## src/rtl/fetch_stage.sv

```systemverilog
// Instruction fetch for the 5-stage MIPS pipeline: owns the PC, the icache request, a 1-word skid buffer and the IF/ID latch.
// Latency: a word fetched at edge N appears on fd_* after edge N when FDen is high; no added cycles while ihit is high every cycle.
// Backpressure: with FDen low, a hit word is parked in the skid buffer and imemREN drops until the word is consumed or a redirect discards it.
module fetch_stage #(
    parameter int                 ADDR_W  = 32,
    parameter logic [ADDR_W-1:0]  PC_INIT = '0
) (
    input  logic              CLK,
    input  logic              RST,
    input  logic              ihit,
    input  logic [31:0]       imemload,
    output logic              imemREN,
    output logic [ADDR_W-1:0] imemaddr,
    input  logic              FDen,
    input  logic              FDflush,
    input  logic [1:0]        pc_src,
    input  logic [ADDR_W-1:0] branch_target,
    input  logic [ADDR_W-1:0] jump_target,
    input  logic [ADDR_W-1:0] jr_target,
    input  logic              halt,
    output logic [31:0]       fd_instr,
    output logic [ADDR_W-1:0] fd_pc,
    output logic [ADDR_W-1:0] fd_npc,
    output logic              fd_valid,
    output logic              halted
);

    typedef enum logic {
        RUN,
        HALTED
    } state_t;

    localparam logic [ADDR_W-1:0] PC_STEP = ADDR_W'(4);

    state_t            state, state_nxt;
    logic [ADDR_W-1:0] pc, pc_nxt, pc_plus4, redirect_pc;
    logic              buf_valid, buf_valid_nxt;
    logic [31:0]       buf_instr, buf_instr_nxt;
    logic [31:0]       fd_instr_nxt;
    logic [ADDR_W-1:0] fd_pc_nxt, fd_npc_nxt;
    logic              fd_valid_nxt;
    logic              run, redirect, word_avail, consume, capture;
    logic [31:0]       word;

    assign imemaddr   = pc;
    assign imemREN    = (state == RUN) && !buf_valid && !RST;
    assign halted     = (state == HALTED);
    assign pc_plus4   = pc + PC_STEP;
    assign word_avail = buf_valid || (ihit && imemREN);
    assign word       = buf_valid ? buf_instr : imemload;

    // A halt arriving this edge freezes fetch immediately, same as being in HALTED.
    assign run      = (state == RUN) && !halt;
    assign redirect = run && (pc_src != 2'b00);
    assign consume  = run && !redirect && FDen && !FDflush && word_avail;
    assign capture  = run && !redirect && !consume && ihit && imemREN;

    always_comb begin
        case (pc_src)
            2'b01:   redirect_pc = branch_target;
            2'b10:   redirect_pc = jump_target;
            2'b11:   redirect_pc = jr_target;
            default: redirect_pc = pc_plus4;
        endcase
    end

    always_comb begin
        state_nxt     = state;
        pc_nxt        = pc;
        buf_valid_nxt = buf_valid;
        buf_instr_nxt = buf_instr;
        fd_instr_nxt  = fd_instr;
        fd_pc_nxt     = fd_pc;
        fd_npc_nxt    = fd_npc;
        fd_valid_nxt  = fd_valid;

        if (state == RUN && halt) begin
            state_nxt = HALTED;
        end

        if (redirect) begin
            pc_nxt = redirect_pc;
        end else if (consume) begin
            pc_nxt = pc_plus4;
        end

        if (redirect || consume) begin
            buf_valid_nxt = 1'b0;
        end else if (capture) begin
            buf_valid_nxt = 1'b1;
            buf_instr_nxt = imemload;
        end

        // Flush beats everything for the latch, even while halted.
        if (FDflush || (run && FDen && !consume)) begin
            fd_instr_nxt = '0;
            fd_pc_nxt    = '0;
            fd_npc_nxt   = '0;
            fd_valid_nxt = 1'b0;
        end else if (consume) begin
            fd_instr_nxt = word;
            fd_pc_nxt    = pc;
            fd_npc_nxt   = pc_plus4;
            fd_valid_nxt = 1'b1;
        end
    end

    always_ff @(posedge CLK or posedge RST) begin
        if (RST) begin
            state     <= RUN;
            pc        <= PC_INIT;
            buf_valid <= 1'b0;
            buf_instr <= '0;
            fd_instr  <= '0;
            fd_pc     <= '0;
            fd_npc    <= '0;
            fd_valid  <= 1'b0;
        end else begin
            state     <= state_nxt;
            pc        <= pc_nxt;
            buf_valid <= buf_valid_nxt;
            buf_instr <= buf_instr_nxt;
            fd_instr  <= fd_instr_nxt;
            fd_pc     <= fd_pc_nxt;
            fd_npc    <= fd_npc_nxt;
            fd_valid  <= fd_valid_nxt;
        end
    end

endmodule

```

## config.mk

```make
export PLATFORM = sky130hd
export DESIGN_NAME = fetch_stage
export DESIGN_NICKNAME = d
export VERILOG_FILES = /design/src/rtl/fetch_stage.sv
export SDC_FILE = /design/constraint.sdc
export NUM_CORES = 1
export LEC_CHECK = 0
export ABC_AREA = 1
export ABC_CLOCK_PERIOD_IN_PS = 14600
export CAP_MARGIN = 0
export CORE_MARGIN = 1.5
export CORE_UTILIZATION = 50
export CTS_CLUSTER_SIZE = 14
export DETAILED_ROUTE_END_ITERATION = 10
export GPL_TIMING_DRIVEN = 0
export PLACE_DENSITY_LB_ADDON = 0.15
export SYNTH_ARGS = -nofsm -noshare
export SYNTH_HDL_FRONTEND = slang
export SYNTH_SLANG_ARGS = --single-unit
```

## constraint.sdc

```tcl
create_clock -name CLK -period 14.6 [get_ports CLK]
set_input_delay 2.19 -clock CLK [delete_from_list [all_inputs] [get_ports CLK]]
set_output_delay 2.19 -clock CLK [all_outputs]
set_load 0.005 [all_outputs]
```

# Yosys cells after proc, flatten, opt, wreduce, memory -nomap -nowiden
# Cells that the tools add are included.
[classes]
n_addsub = 1
eq_ne = 3
n_mux = 13
n_bitwise = 2
n_reduce_logical = 29
[ops]
columns = ["operator", "n"]
rows = [
  ["32-bit 2-to-1 mux", 8],
  ["32-bit case mux with 3 select lines", 1],
  ["32-bit by 3-bit adder with 32-bit output (second input constant)", 1],
  ["1-bit logical AND", 15],
  ["2-bit nonzero test", 4],
  ["1-bit zero test", 6],
  ["2-bit == test (second input constant)", 2],
  ["1-bit 2-to-1 mux", 4],
  ["1-bit logical OR", 3],
  ["2-bit by 1-bit == test with 1-bit output (second input constant)", 1],
  ["1-bit inverter", 2],
  ["2-bit AND reduction", 1],
]
[word_totals]
ff_bits = 163
in_bits = 136

# Depth between registers and ports, before layout
# Gate-level depths: netlist (run 1).
[depth]
depth_word = 14
depth_mapped = 10
ltp_nobuf = 10

# Worst setup path before layout (run 1)
# OpenSTA, ideal clock, no wires.
[synth_timing]
kind = "input port to output port"
start = "input RST"
end = "output imemREN"
arrival_ns = 2.328
required_time_ns = 12.410
slack_ns = 10.082
cell_stages = 1
path_buffers = 0
path_cell_list = "nor3_2"
[synth_via]
elab_chain_cells = 2
[synth_rtl]
columns = ["item", "line", "rtl"]
rows = [
  ["from (decl)", "9", "input logic RST,"],
  ["1-bit zero test (no source line)", "--", ""],
  ["1-bit logical AND", "46", "assign imemREN = (state == RUN) && !buf_valid && !RST;"],
  ["to (decl)", "12", "output logic imemREN,"],
]
# No other way between the ends.

# Worst setup path after layout (run 1)
# Ends and elaborated chain as after synthesis.

==> results of run 1 <==
## per-layer routing
layer | routed length [um] | track usage [%] | up-vias
met1 | 11240 | 44.42 | 3968
met3 | 2643 | 9.106 | 51
li1 | - | - | 3937
met2 | 13270 | 54.64 | 441
met5 | 0 | 0 | -
met4 | 623 | 11.37 | 0
## power by group
group	internal, mW	switching, mW
combinational	0.0771	0.0787
sequential	0.459	0.0210
clock	0.238	0.198
## worst register-to-register path, delay by kind of cell (launching register included)
family                   cells  cell delay (ns)
AND/OR/NAND/NOR              8             1.05
flip-flops                   1             0.46
adder cells (fa/ha/maj)      1             0.25
buffers and inverters        1             0.09
## through the flow
stage                     worst slack, ns  total power [mW]  utilization, %  instance area, um2
after global placement              5.904            0.6386           70.69               10870
final                               8.983             1.072           74.56               11460
after detailed placement            8.986            0.6421           70.92               10900
after global routing                8.927             1.105           74.56               11460
after CTS                           8.980             1.070           74.56               11460
after floorplan                     8.062            0.5477               -                7939
## flip-flops by register name (all words and copies together) (netlist names)
name,cells
buf_instr,32
buf_valid,1
fd_instr,32
fd_npc,30
fd_pc,32
fd_valid,1
halted,1
imemaddr,32
## Yosys cell counts (all sizes together)
cell type	number	area share, %
o21ai	132	8.3
dfrtp	161	51
nor3	5	0.38
ha	1	0.16
a31oi	2	0.16
nand3	153	9.6
clkbuf	37	1.7
o211ai	7	0.66
a21oi	6	0.38
inv	83	3.9
buf	25	2.1
xor2	15	1.7
nor2	57	2.8
nand2	358	17
a31o	1	0.11
nand4	2	0.16
## cell families (layout without fill, tap and decap cells)
family / after synthesis / in the layout / synth area share (%)
fa+ha+maj: 1 / 1 / 0.1576
simple gates: 575 / 575 / 29.99
xor+xnor: 15 / 15 / 1.655
compound gates: 148 / 148 / 9.630
buf+inv: 145 / 444 / 7.817
flops: 161 / 161 / 50.75
## final cells by class
cell class | instances | area, um2
Sequential cell | 161 | 4029
Fill cell | 1190 | 3910
Multi-Input combinational cell | 739 | 3289
Timing Repair Buffer | 267 | 2690
Clock buffer | 18 | 429.2
Inverter | 83 | 319.1
Buffer | 62 | 309.0
Tap cell | 211 | 264.0
Clock inverter | 14 | 131.4
## worst min path at each step
stage | start | to
after floorplan | buf_instr[11]$_DFFE_PP0P_ | buf_instr[11]$_DFFE_PP0P_
after global placement | buf_instr[3]$_DFFE_PP0P_ | buf_instr[3]$_DFFE_PP0P_
after detailed placement | buf_instr[5]$_DFFE_PP0P_ | buf_instr[5]$_DFFE_PP0P_
after CTS | buf_instr[5]$_DFFE_PP0P_ | buf_instr[5]$_DFFE_PP0P_
after global routing | buf_instr[9]$_DFFE_PP0P_ | buf_instr[9]$_DFFE_PP0P_
final | buf_instr[6]$_DFFE_PP0P_ | buf_instr[6]$_DFFE_PP0P_
==> flow_metrics.env, run 1 <==
export IMPL_drive_gt1_share_pct=4.762
export IMPL_final_common_cell="nand2_1"
export IMPL_setup_tns_ns=0
export IMPL_arrival_ns=3.43
export IMPL_clock_skew_ns=0.008326
export IMPL_fin_hold_ws_ns=0.4867
export IMPL_drcViolationCount=0
export IMPL_worstSetupStartpointType="primary input"
export IMPL_ant_nets=0
export IMPL_worstSetupEndpoint="imemREN"
export IMPL_crit_required_ns=12.41
export IMPL_numClockSinks=161
export IMPL_ir_drop_uv=75.44
export IMPL_reg2regPathDepth=10
export IMPL_coreArea_um2=15370
export IMPL_nets=1468
export IMPL_syn_num_nets=1182
export IMPL_synthCells=1045
export IMPL_max_slew_margin_pct=45.80
export IMPL_maxCapViolations=0
export IMPL_fmax_ghz=0.1780
export IMPL_path_class="primary input to output port"
export IMPL_grt_pass1_wl_um=42100
export IMPL_setup_violations_final=0
export IMPL_fin_crit_sh_pct=38.47
export IMPL_viasPerCell=5.400
export IMPL_hold_path_class="flip-flop to flip-flop"
export IMPL_synth_seq_cells=161
export IMPL_mostFrequentLayoutCells="nand2_1, clkdlybuf4s50_1, dfrtp_1"
export IMPL_p_leak_nw=5.382
export IMPL_cp_max_fo=2
export IMPL_path_depth=3
export IMPL_start_util_pct=51.65
export IMPL_crit_top_cell="clkdlybuf4s50_1"
export IMPL_cts_setup_buffers=0
export IMPL_rsz0062_at_grt="false"
export IMPL_status="finished clean"
export IMPL_first_pass_iters=7
export IMPL_area_growth_pct=44.37
export IMPL_syn_area_um2=7939
export IMPL_grt_overflow=0
export IMPL_hold_viol_final=0
export IMPL_antennaDiodeCount=0
export IMPL_grt_pass1_vias=7923
export IMPL_yosys_warnings=0
export IMPL_cts_clk_slew_worst_paths_ns=0.07
export IMPL_gr_usage_all_layers_pct=33.83
export IMPL_io_buffer_count=266
export IMPL_wl_per_cell_um=17.86
export IMPL_timing_final_crit_period_ns=5.617
export IMPL_hold_path_depth=2
export IMPL_rr_endpoint="imemaddr[20]$_DFFE_PP0N_"
export IMPL_synth_cell_types=25
export IMPL_avgSynthCellArea_um2=7.597
export IMPL_worstPathCellList="clkdlybuf4s50_1 > nor3_2 > clkdlybuf4s50_1"
export IMPL_crit_path_start="RST"
export IMPL_reg2reg_slack_ns=12.64
export IMPL_dieHeight_um=129.0
export IMPL_tightest_slew_ns=0.8130
export IMPL_ctsHtreeMaxLevel=4
export IMPL_post_cts_resized=0
export IMPL_io_pins=267
export IMPL_cp_top_family="buffers and inverters"
export IMPL_antenna_found_initial=0
export IMPL_dieWidth_um=129.0
export IMPL_drv_slew=0
export IMPL_ctsHoldBuffers=0
export IMPL_first_iter_violations=787
export IMPL_clk_path_buf_depth=2
export IMPL_synth_seq_area_share_pct=50.75
export IMPL_clk_insertion_delay_late_ns=0.44
export IMPL_p_per_area_nw_per_um2=93.50
export IMPL_dpl_cell_count=1523
export IMPL_max_stage_delay_ns=0.53
export IMPL_cts_root_buf="clkbuf_16"
export IMPL_vias=8397
export IMPL_critPathBufInv=2
export IMPL_core_rowCount=45
export IMPL_reg2reg_from="imemaddr[3]$_DFFE_PP0N_"
export IMPL_grt_max_degree=85
export IMPL_hpwlAfterDp_um=20730
export IMPL_fin_cells=1555
export IMPL_wirelength_um=27770
export IMPL_worst_setup_path_end_kind="output port"
export IMPL_cts_made_buffers=17
export IMPL_place_congestion=0.9131
export IMPL_cts_tree="yes"
export IMPL_slowest_stage="clkdlybuf4s50_1"
export IMPL_dieArea_um2=16640
(Power assumes the default switching activity.)
==> inputs of run 2 (changes only) <==
--- a/config.mk
+++ b/config.mk
@@ -6,10 +6,10 @@
 export NUM_CORES = 1
 export LEC_CHECK = 0
 export ABC_AREA = 1
-export ABC_CLOCK_PERIOD_IN_PS = 14600
+export ABC_CLOCK_PERIOD_IN_PS = 5050
 export CAP_MARGIN = 0
 export CORE_MARGIN = 1.5
-export CORE_UTILIZATION = 50
+export CORE_UTILIZATION = 42
 export CTS_CLUSTER_SIZE = 14
 export DETAILED_ROUTE_END_ITERATION = 10
 export GPL_TIMING_DRIVEN = 0
==> constraint.sdc (replaced) <==
create_clock -name CLK -period 5.05 [get_ports CLK]
set_input_delay 0.7575 -clock CLK [delete_from_list [all_inputs] [get_ports CLK]]
set_output_delay 0.7575 -clock CLK [all_outputs]
set_load 0.005 [all_outputs]
==> run 2 against run 1 <==
Effect of this change:
- via count is 2.2% lower
- critical path depth stayed put
- clock-buffer cell count rose by 2
- flip-flop and latch count unchanged
- hold slack worse by 0.0061 ns
- critical path type unchanged
- largest cell class unchanged
==> flow_metrics.env, run 2 (synthesis results as in run 1) <==
export IMPL_maxCapViolations=0
export IMPL_clock_skew_ns=0.006844
export IMPL_wl_per_cell_um=17.97
export IMPL_first_iter_violations=627
export IMPL_finalPower_mw=3.128
export IMPL_drcViolationCount=0
export IMPL_dieHeight_um=140.5
export IMPL_use_met3_pct=6.120
export IMPL_multiInputGateArea_um2=3289
export IMPL_post_cts_resized=0
export IMPL_status="finished clean"
export IMPL_hpwlAfterDp_um=21540
export IMPL_setup_tns_ns=0
export IMPL_max_slew_margin_pct=46.95
export IMPL_grt_pass1_wl_um=43840
export IMPL_dieArea_um2=19740
export IMPL_reg2reg_slack_ns=3.01
export IMPL_arrival_ns=1.92
export IMPL_drive_gt1_share_pct=4.974
export IMPL_hold_path_class="flip-flop to flip-flop"
export IMPL_rsz0062_at_grt="false"
export IMPL_met1_usage_pct=40.34
export IMPL_io_buffer_count=266
export IMPL_cts_tree="yes"
export IMPL_numClockSinks=161
export IMPL_ir_drop_uv=237.0
export IMPL_path_class="primary input to output port"
export IMPL_cts_made_buffers=17
export IMPL_drv_slew=0
export IMPL_cts_clk_slew_worst_paths_ns=0.07
export IMPL_rr_endpoint="imemaddr[20]$_DFFE_PP0N_"
export IMPL_first_pass_iters=7
export IMPL_worstSetupStartpointType="primary input"
export IMPL_min_from="buf_instr[15]$_DFFE_PP0P_"
export IMPL_fin_cells=1583
export IMPL_fin_crit_sh_pct=52.99
export IMPL_grt_overflow=0
export IMPL_ctsHoldBuffers=0
export IMPL_place_congestion=0.9907
export IMPL_coreArea_um2=18640
export IMPL_gr_usage_all_layers_pct=29.31
export IMPL_worst_setup_path_end_kind="output port"
export IMPL_grt_pass1_vias=7839
export IMPL_ant_nets=0
export IMPL_n_fill_cell=1737
export IMPL_seq_area_um2=4029
export IMPL_area_growth_pct=45.64
export IMPL_grtUsageMet2_pct=45.41
export IMPL_placed_area_um2=10980
export IMPL_io_pins=267
export IMPL_clk_insertion_delay_late_ns=0.43
export IMPL_whs_endpoint="buf_instr[15]$_DFFE_PP0P_"
export IMPL_fin_area_um2=11560
export IMPL_start_util_pct=42.58
export IMPL_ctsHtreeMaxLevel=4
export IMPL_mostFrequentLayoutCells="nand2_1, clkdlybuf4s50_1, dfrtp_1"
export IMPL_antenna_found_initial=2
export IMPL_wirelength_um=28440
export IMPL_dpl_cell_count=1549
export IMPL_reg2reg_from="imemaddr[2]$_DFFE_PP0N_"
export IMPL_core_rowCount=50
export IMPL_nets=1471
export IMPL_fin_hold_ws_ns=0.4806
export IMPL_p_per_area_nw_per_um2=270.5
export IMPL_p_leak_nw=5.406
export IMPL_clk_path_buf_depth=2
export IMPL_tightest_slew_ns=0.7958
export IMPL_grt_max_degree=42
export IMPL_final_common_cell="nand2_1"
export IMPL_crit_required_ns=4.29
export IMPL_cts_setup_buffers=0
export IMPL_vias=8210
export IMPL_hold_path_depth=2
export IMPL_grt_busiest_layer="met2"
export IMPL_fmax_ghz=0.3737
export IMPL_reg2regPathDepth=10
export IMPL_viasPerCell=5.186
export IMPL_setup_violations_final=0
export IMPL_hold_viol_final=0
export IMPL_timing_final_crit_period_ns=2.676
export IMPL_dieWidth_um=140.5
export IMPL_cp_max_fo=2
export IMPL_cts_root_buf="clkbuf_16"
[run 2: cell count changes in the layout (fill, tap and decap cells not counted)]
cell | before | now
buf_12 | 0 | 4
buf_16 | 1 | 0
clkbuf_8 | 0 | 2
clkinv_2 | 4 | 1
clkinv_4 | 1 | 3
clkinvlp_4 | 2 | 3
diode_2 | 0 | 2
inv_8 | 3 | 1
[run 2: worst max-delay path by stage]
stage                   start                        to  slack, ns  depth (start not counted)
floorplan                 RST  buf_instr[0]$_DFFE_PP0P_       2.25                          1
global placement          RST    fd_npc[17]$_DFFE_PP0P_       0.78                          2
detailed placement  pc_src[0]   imemaddr[6]$_DFFE_PP0N_       2.10                          8
CTS                       RST                   imemREN       2.38                          3
global route              RST                   imemREN       2.35                          3
finish                    RST                   imemREN       2.37                          3
[run 2: critical path: stages]
cell and delay (ns):
clkdlybuf4s50_1 0.47, nor3_2 0.16, clkdlybuf4s50_1 0.53
[run 2: area by class of cell]
class / count / share of cell area, %
Tap cell: 234 / 2.532
Timing Repair Buffer: 270 / 23.72
Sequential cell: 161 / 34.84
Clock buffer: 20 / 3.950
Multi-Input combinational cell: 739 / 28.45
Clock inverter: 12 / 1.060
Antenna cell: 2 / 0.04329
Inverter: 83 / 2.727
Buffer: 62 / 2.673
[run 2: per-layer routing]
layer  wire (um)  part of all wire, %  up-vias
li1            -                    -     3938
met1       12420                   44     3887
met2       13000                   46      337
met3        2091                  7.4       48
met4         928                  3.3        0
met5           0                    0        -
[run 2: power breakdown]
group / internal (mW) / total, mW / switching, mW
logic: 0.227 / 0.458 / 0.232
registers: 1.33 / 1.39 / 0.0578
clock network: 0.716 / 1.28 / 0.567
total: 2.27 / 3.13 / 0.857
[run 2: metrics by stage]
step	util [%]	worst slack [ns]
finish	62.02	2.374
global route	62.02	2.355
CTS	61.99	2.376
detailed placement	58.89	2.104
global placement	58.46	0.7763
floorplan	-	2.250
==> inputs of run 3 (changes only) <==
--- a/config.mk
+++ b/config.mk
@@ -6,7 +6,7 @@
 export NUM_CORES = 1
 export LEC_CHECK = 0
 export ABC_AREA = 1
-export ABC_CLOCK_PERIOD_IN_PS = 5050
+export ABC_CLOCK_PERIOD_IN_PS = 2200
 export CAP_MARGIN = 0
 export CORE_MARGIN = 1.5
 export CORE_UTILIZATION = 42
==> constraint.sdc (replaced) <==
create_clock -name CLK -period 2.2 [get_ports CLK]
set_input_delay 0.33 -clock CLK [delete_from_list [all_inputs] [get_ports CLK]]
set_output_delay 0.33 -clock CLK [all_outputs]
set_load 0.005 [all_outputs]
==> run 3 against run 2 <==
Effect of this change:
- sequential share of layout area is essentially flat
- register-to-register slack worse by 2.8 ns
- clock power up 130%
- first-iteration DRC count is 15% higher
- global-route usage unchanged
- combinational power up 130%
- wire length about the same
- critical path type is now flip-flop to flip-flop
- highest routed layer unchanged
==> flow_metrics.env, run 3 (synthesis results as in run 1) <==
export IMPL_status="finished clean"
export IMPL_cts_clk_slew_worst_paths_ns=0.07
export IMPL_placed_area_um2=10980
export IMPL_timing_final_crit_period_ns=2.015
export IMPL_crit_top_cell="nand2_1"
export IMPL_finalPower_mw=7.178
export IMPL_fin_crit_sh_pct=91.61
export IMPL_tightest_slew_ns=0.8215
export IMPL_combinationalPowerShare_pct=14.7
export IMPL_grt_pass1_vias=7839
export IMPL_clock_skew_ns=0.008410
export IMPL_max_stage_delay_ns=0.48
export IMPL_n_fill_cell=1736
export IMPL_core_rowCount=50
export IMPL_nets=1471
export IMPL_p_per_area_nw_per_um2=620.3
export IMPL_max_slew_margin_pct=45.24
export IMPL_dp_slack_ns=-0.3183
export IMPL_rr_endpoint="fd_npc[26]$_DFFE_PP0P_"
export IMPL_setup_tns_ns=0
export IMPL_worstSetupStartpointType="flip-flop"
export IMPL_arrival_ns=2.34
export IMPL_clk_insertion_delay_late_ns=0.43
export IMPL_cts_made_buffers=17
export IMPL_io_pins=267
export IMPL_first_iter_violations=718
export IMPL_fin_ws_ns=0.1846
export IMPL_start_util_pct=42.58
export IMPL_rsz0062_at_grt="false"
export IMPL_first_pass_iters=5
export IMPL_reg2reg_from="imemaddr[3]$_DFFE_PP0N_"
export IMPL_dieHeight_um=140.5
export IMPL_grt_overflow=0
export IMPL_dieWidth_um=140.5
export IMPL_ctsHtreeMaxLevel=4
export IMPL_cts_tree="yes"
export IMPL_worst_setup_path_end_kind="flip-flop"
export IMPL_clk_path_buf_depth=2
export IMPL_dieArea_um2=19740
export IMPL_antenna_found_initial=2
export IMPL_crit_required_ns=2.52
export IMPL_drcViolationCount=0
export IMPL_fin_area_um2=11570
export IMPL_gr_usage_all_layers_pct=29.31
export IMPL_grt_max_degree=42
export IMPL_cts_root_buf="clkbuf_16"
export IMPL_path_class="flip-flop to flip-flop"
export IMPL_cp_max_fo=6
export IMPL_clkPwrFrac_pct=41.0
export IMPL_hold_path_class="primary input to async pin"
export IMPL_hpwlAfterDp_um=21540
export IMPL_mostFrequentLayoutCells="nand2_1, clkdlybuf4s50_1, dfrtp_1"
export IMPL_p_sw_share_pct=27.37
export IMPL_coreArea_um2=18640
export IMPL_grt_pass1_wl_um=43840
export IMPL_wl_per_cell_um=17.96
export IMPL_slowest_stage="dfrtp_1"
export IMPL_p_int_mw=5.213
export IMPL_ir_drop_uv=542.8
export IMPL_seqPwrFrac_pct=44.3
export IMPL_maxCapViolations=0
export IMPL_viasPerCell=5.212
export IMPL_vias=8250
export IMPL_p_leak_nw=5.409
export IMPL_p_sw_mw=1.965
export IMPL_drive_gt1_share_pct=5.122
export IMPL_ant_nets=0
export IMPL_drv_slew=0
export IMPL_place_congestion=0.9907
export IMPL_reg2regPathDepth=9
export IMPL_setup_violations_final=0
export IMPL_worstPathCellList="ha_1 > nand2_1 > nor2_1 > nand2_1 > nor2_2 > nand2_1 > xor2_1 > nand2_1 > nand2_1"
export IMPL_final_common_cell="nand2_1"
export IMPL_numClockSinks=161
export IMPL_reg2reg_slack_ns=0.18
export IMPL_fmax_ghz=0.4962
export IMPL_wirelength_um=28430
export IMPL_hold_viol_final=0
export IMPL_io_buffer_count=266
export IMPL_area_growth_pct=45.75
## run 3: cell counts in the layout (fill, tap and decap cells not counted)
No cell type changed its count.
## run 3: routing by layer
layer | global-route usage (%) | wire [um] | vias up
li1 | - | - | 3938
met1 | 40.34 | 12510 | 3932
met2 | 45.41 | 12970 | 327
met3 | 6.120 | 2000 | 53
met4 | 11.79 | 949 | 0
met5 | 0 | 0 | -
## run 3: worst max-delay path: cells and delay by family (launching register included)
kind / cells / cell delay (ns)
xor+xnor: 1 / 0.16
fa+ha+maj: 1 / 0.26
flops: 1 / 0.48
simple gates: 7 / 1.01
## run 3: worst max path at each step
stage                                          end                     from  slack, ns  depth (start not counted)
after floorplan           buf_instr[0]$_DFFE_PP0P_                      RST      -0.17                          1
after global placement      fd_npc[17]$_DFFE_PP0P_                      RST      -1.65                          2
after detailed placement   imemaddr[6]$_DFFE_PP0N_                pc_src[0]      -0.32                          8
after CTS                  imemaddr[6]$_DFFE_PP0N_                pc_src[0]       0.07                          8
after global routing      imemaddr[20]$_DFFE_PP0N_  imemaddr[2]$_DFFE_PP0N_      0.004                         10
final                       fd_npc[26]$_DFFE_PP0P_  imemaddr[3]$_DFFE_PP0N_       0.18                          9
## run 3: stage by stage
step                      hold slack [ns]  std cells  utilization (%)
after floorplan                    0.4360       1045                -
after global placement             0.4606       1545            58.46
after detailed placement           0.4679       1549            58.89
after CTS                          0.2490       1581            61.99
after global routing               0.2702       1583            62.07
final                              0.2562       1583            62.07
## run 3: repair_timing
item,in CTS,in global routing
hold buffers,0,0
resized for setup,0,4
endpoints found under the setup margin,0,5
setup buffers,0,0
## run 3: area by class of cell
type	count	area (um2)	share of cell area, %
antenna	2	5.005	0.04325
clock buffer	20	456.7	3.947
clock inverter	12	122.6	1.060
tap	234	292.8	2.530
inverter	83	315.3	2.725
timing repair buffer	270	2743	23.70
buffer	62	310.3	2.682
sequential	161	4029	34.82
multi-input combinational	739	3297	28.49
## run 3: power by group through the flow
stage,clock network [mW],registers [mW],logic (mW)
2_1_floorplan,0,3.20,0.433
3_3_place_gp,0,3.23,1.02
3_5_place_dp,0,3.23,1.05
4_1_cts,2.97,3.18,1.06
5_1_grt,3.10,3.19,1.15
6_report,2.94,3.18,1.05
